File: config.mk
export PLATFORM = sky130hd
export DESIGN_NAME = hilo_div_ctrl
export DESIGN_NICKNAME = d
export VERILOG_FILES = /design/src/rtl/hilo_div_ctrl.sv
export SDC_FILE = /design/constraint.sdc
export NUM_CORES = 1
export LEC_CHECK = 0
export ABC_AREA = 1
export BUFFER_PORTS_ARGS = -buffer_cell sky130_fd_sc_hd__buf_2
export CORE_UTILIZATION = 55
export CTS_BUF_LIST = sky130_fd_sc_hd__clkbuf_4 sky130_fd_sc_hd__clkbuf_8
export DETAILED_ROUTE_END_ITERATION = 8
export PLACE_DENSITY = 0.78
export SLEW_MARGIN = 30
export SYNTH_ARGS = -nofsm -noshare
export SYNTH_HDL_FRONTEND = slang
export SYNTH_SLANG_ARGS = --single-unit
File: constraint.sdc
create_clock -name clk -period 2.9 [get_ports clk]
set_input_delay 0 -clock clk [delete_from_list [all_inputs] [get_ports clk]]
set_output_delay 0 -clock clk [all_outputs]
set_load 0.01 [all_outputs]
File: src/rtl/hilo_div_ctrl.sv
// HI/LO sequencer for the MIPS EX stage: multicycle restoring DIVU plus MFHI/MFLO/MTHI/MTLO,
// holding the EX stage while a divide is in flight.
module hilo_div_ctrl #(
  parameter int          WIDTH   = 32,
  parameter logic [5:0]  FN_DIVU = 6'b011011,
  parameter logic [5:0]  FN_MFHI = 6'b010000,
  parameter logic [5:0]  FN_MTHI = 6'b010001,
  parameter logic [5:0]  FN_MFLO = 6'b010010,
  parameter logic [5:0]  FN_MTLO = 6'b010011
) (
  input  logic             clk,
  input  logic             reset,
  input  logic             op_valid,
  input  logic [5:0]       op_fn,
  input  logic [WIDTH-1:0] rs_data,
  input  logic [WIDTH-1:0] rt_data,
  output logic             stall,
  output logic [WIDTH-1:0] rd_data,
  output logic             busy,
  output logic [WIDTH-1:0] hi,
  output logic [WIDTH-1:0] lo
);

  localparam int CW = $clog2(WIDTH + 1);
  localparam logic [CW-1:0] CNT_LAST = CW'(WIDTH - 1);

  typedef enum logic [1:0] {IDLE, RUN, DONE} state_t;

  state_t               state_q, state_d;
  logic [2*WIDTH-1:0]   rem_q, rem_d;
  logic [WIDTH-1:0]     div_q, div_d;
  logic [CW-1:0]        cnt_q, cnt_d;
  logic [WIDTH-1:0]     hi_q, hi_d;
  logic [WIDTH-1:0]     lo_q, lo_d;

  logic [WIDTH:0]       trial;
  logic [2*WIDTH-1:0]   step;
  logic                 known_fn;

  // Trial subtract on the upper half of (rem_q << 1); the shifted-out top bit is discarded.
  assign trial = {1'b0, rem_q[2*WIDTH-2:WIDTH-1]} - {1'b0, div_q};
  assign step  = trial[WIDTH] ? {rem_q[2*WIDTH-2:WIDTH-1], rem_q[WIDTH-2:0], 1'b0}
                              : {trial[WIDTH-1:0],         rem_q[WIDTH-2:0], 1'b1};

  assign known_fn = op_fn inside {FN_DIVU, FN_MFHI, FN_MTHI, FN_MFLO, FN_MTLO};
  assign busy     = (state_q != IDLE);
  assign stall    = op_valid && busy && known_fn;
  assign hi       = hi_q;
  assign lo       = lo_q;

  always_comb begin
    rd_data = '0;
    if (op_valid && op_fn == FN_MFHI) rd_data = hi_q;
    else if (op_valid && op_fn == FN_MFLO) rd_data = lo_q;
  end

  always_comb begin
    state_d = state_q;
    rem_d   = rem_q;
    div_d   = div_q;
    cnt_d   = cnt_q;
    hi_d    = hi_q;
    lo_d    = lo_q;
    case (state_q)
      IDLE: begin
        if (op_valid) begin
          if (op_fn == FN_DIVU) begin
            rem_d   = {{WIDTH{1'b0}}, rs_data};
            div_d   = rt_data;
            cnt_d   = '0;
            state_d = RUN;
          end else if (op_fn == FN_MTHI) begin
            hi_d = rs_data;
          end else if (op_fn == FN_MTLO) begin
            lo_d = rs_data;
          end
        end
      end
      RUN: begin
        rem_d = step;
        cnt_d = cnt_q + 1'b1;
        if (cnt_q == CNT_LAST) state_d = DONE;
      end
      DONE: begin
        hi_d    = rem_q[2*WIDTH-1:WIDTH];
        lo_d    = rem_q[WIDTH-1:0];
        state_d = IDLE;
      end
      default: state_d = IDLE;
    endcase
  end

  always_ff @(posedge clk) begin
    if (reset) begin
      state_q <= IDLE;
      rem_q   <= '0;
      div_q   <= '0;
      cnt_q   <= '0;
      hi_q    <= '0;
      lo_q    <= '0;
    end else begin
      state_q <= state_d;
      rem_q   <= rem_d;
      div_q   <= div_d;
      cnt_q   <= cnt_d;
      hi_q    <= hi_d;
      lo_q    <= lo_d;
    end
  end

endmodule
==> flow_summary.yaml <==
setup_path:
  r2r-start: "rem_q[31]"
  arrival_ps: 2870
  r2r_cells: 16
  crit_path_max_fanout: 23
  r2r_end: "rem_q[56]"
  slowest_stage: "fa_1"
  critPathKind: "flip-flop to flip-flop"
  rrSetupSlack_ps: 350
  crit_family: "simple AND/OR/NAND/NOR gates"
  startpoint_type: "flip-flop"
  critPathMostFrequentCell: "nand2_1"
  cp_data_required_time_ps: 3220
  cp_num_buf_inv: 3
  critPathMaxStageDelay_ps: 400
  worstSetupEndpointType: "flip-flop"
  crit_cells: 16
  cp_cell_sequence: "inv_1 -> ha_1 -> fa_1 -> inv_1 -> nand2_1 -> nand2_1 -> nand3_1 -> nand2_1 -> nand2_1 -> nand2_2 -> nand2_4 -> nand2_2 -> buf_12 -> nand3_1 -> nand3_1 -> a21oi_1"
logic_synthesis:
  synth_nets: 1751
  syn_avg_cell_area_um2: 6.30
  synth.area.top_cells: "dfxtp_1, nand2_1, inv_1"
  synth_top_area_frac: 0.325
  yosysMostFrequentCell: "nand2_1"
  synth_area_leader_cell: "dfxtp_1"
  synth_top_flop_cell: "dfxtp_1"
  yosys_warnings: 0
  yosys_register_bits: 168
  synth_area_um2: 10400
  yosysSeqAreaShare: 0.325
  async_flop_share: 0
  yosysUniqueCellTypes: 43
  synth_common_cells: "nand2_1, inv_1, dfxtp_1, nand3_1, o21ai_0"
  synth_edf_count: 0
  netlist_instances: 1644
clocking:
  cts_tree: "built"
  cts_max_path_buffers: 2
  cts_buffers: 17
  cts_hold_buf: 64
  insertion_delay_ps: 470
  cts_resized: 0
  clockRootBuffer: "clkbuf_8"
  cts.htree.levels: 4
  post_cts_buffers: 0
  cts_num_sinks: 168
  path_clk_slew_ps: 90
timing:
  drv_slew: 0
  max_freq_mhz: 393
  final.setup_skew_ps: 16.4
  min_period_over_period: 0.878
  tightest_slew_ps: 948
  hold_viol: 0
  fin_tns_setup_ps: 0
  maxSlewHeadroom: 0.364
  setup_violations: 0
  period_needed_ps: 2550
  rsz0062_at_grt: "false"
global_routing:
  grt_first_pass_wirelength_um: 49300
  grt_pass1_vias: 9802
  grt_usage: 0.314
  antenna_found_initial: 0
  grt_max_degree: 101
  grt_overflow: 0
floorplan:
  die_w_um: 139
  io_pins: 171
  rows: 49
  coreArea_um2: 18200
  start_util: 0.569
  die_y_um: 139
  dieArea_um2: 19400
status:
  violations: "design-rule violations"
  run_status: "complete, but fails checks"
placement:
  gp_congestion: 0.951
  dp_hpwl_um: 22000
  place_inst: 1976
  dpl_cell_area_um2: 11300
  port_buffers: 170
route:
  vias: 11200
  vias_per_cell: 5.40
  drt_iter0_drc: 1326
  route.detailed.drc: 22
  post_drt_wl_per_cell_um: 14.7
  ant_nets: 0
  drt-pass1-iter-count: 9
  wl_um: 30500
layout:
  n_fill_cell: 1667
  diodes: 0
  finish.instance_area_um2: 12300
  num-nets-final: 1937
  syn2layout_area_growth_pct: 19.1
  drive_gt1_frac: 0.138
  final_util: 0.677
  instances_no_fill: 2071
flow_run:
  cap_violations: 0
power:
  worst_ir_drop_vdd_mv: 0.301
  p_leak_nw: 6.00
  power_density_nw_per_um2: 418
worst_hold_path:
  hold_depth: 5
  hold_end: "div_q[0]"
  hp-start: "op_fn[4]"
  hold_path_class: "input port to flip-flop"
## sequential cells by signal, summed over array words and instances, names as in the netlist
signal   count
cnt_q        6
div_q       32
hi          32
lo          32
rem_q       64
state_q      2
## worst register-to-register path: stages (launching register included)
cell	delay [ps]
dfxtp_1	330
inv_1	60
ha_1	230
fa_1	400
inv_1	120
nand2_1	60
nand2_1	90
nand3_1	80
nand2_1	140
nand2_1	80
nand2_2	100
nand2_4	50
nand2_2	200
buf_12	210
nand3_1	100
nand3_1	80
a21oi_1	70
## metrics by stage
| stage | worst slack [ps] | total power [mW] | hold slack, ps |
|---|---|---|---|
| 2_1_floorplan | 772 | 3.00 | 135 |
| 3_3_place_gp | 515 | 3.23 | 273 |
| 3_5_place_dp | 430 | 3.24 | 282 |
| 4_1_cts | 401 | 5.15 | 58.3 |
| 5_1_grt | 172 | 5.36 | 114 |
| 6_report | 355 | 5.15 | 77.9 |
## where the power goes
part	leakage (nW)	switching [mW]	internal (mW)
logic	4.43	0.585	0.354
clock network	0.215	0.971	0.897
registers	1.35	0.0150	2.33
## cells by family after synthesis
| kind of cell | count (synthesis) | synth area share |
|---|---|---|
| compound gates | 357 | 0.198 |
| xor+xnor | 15 | 0.0127 |
| fa+ha+maj | 34 | 0.0418 |
| buf+inv | 378 | 0.145 |
| flops | 168 | 0.325 |
| simple gates | 692 | 0.277 |
## cell usage in the layout (no fill, tap or decap), types with 18 or more instances in the layout
master,n
nand3_1,128
o21ai_0,126
a31oi_1,31
inv_1,286
a21oi_1,122
a211oi_1,18
nor2_1,78
nand2_1,453
dlygate4sd3_1,64
buf_2,170
buf_4,18
clkbuf_8,18
ha_1,33
o22ai_1,32
dfxtp_1,168
## layout make-up
cell class,instances,area (µm²),share of cell area
clock buffer,18,248,0.0201
clock inverter,13,181,0.0147
inverter,292,1100,0.0889
multi-input combinational,1098,5510,0.447
sequential,168,3360,0.273
tap,229,287,0.0232
timing repair buffer,253,1650,0.134
## how the worst max path moves through the flow
stage / startpoint / to
5_1_grt: rem_q[31] / rem_q[57]
3_3_place_gp: rem_q[31] / rem_q[54]
4_1_cts: rem_q[31] / rem_q[56]
2_1_floorplan: rem_q[31] / rem_q[54]
3_5_place_dp: rem_q[31] / rem_q[57]
6_report: rem_q[31] / rem_q[56]
## metal layers
layer	track usage	vias to the layer above	routed length [µm]	share of wire
met2	0.481	478	13100	0.43
met5	0	-	0	0
met4	0.116	0	823	0.027
li1	-	5620	-	-
met1	0.451	5012	14500	0.48
met3	0.0368	66	1940	0.064
Power figures use the tool's default switching activity.
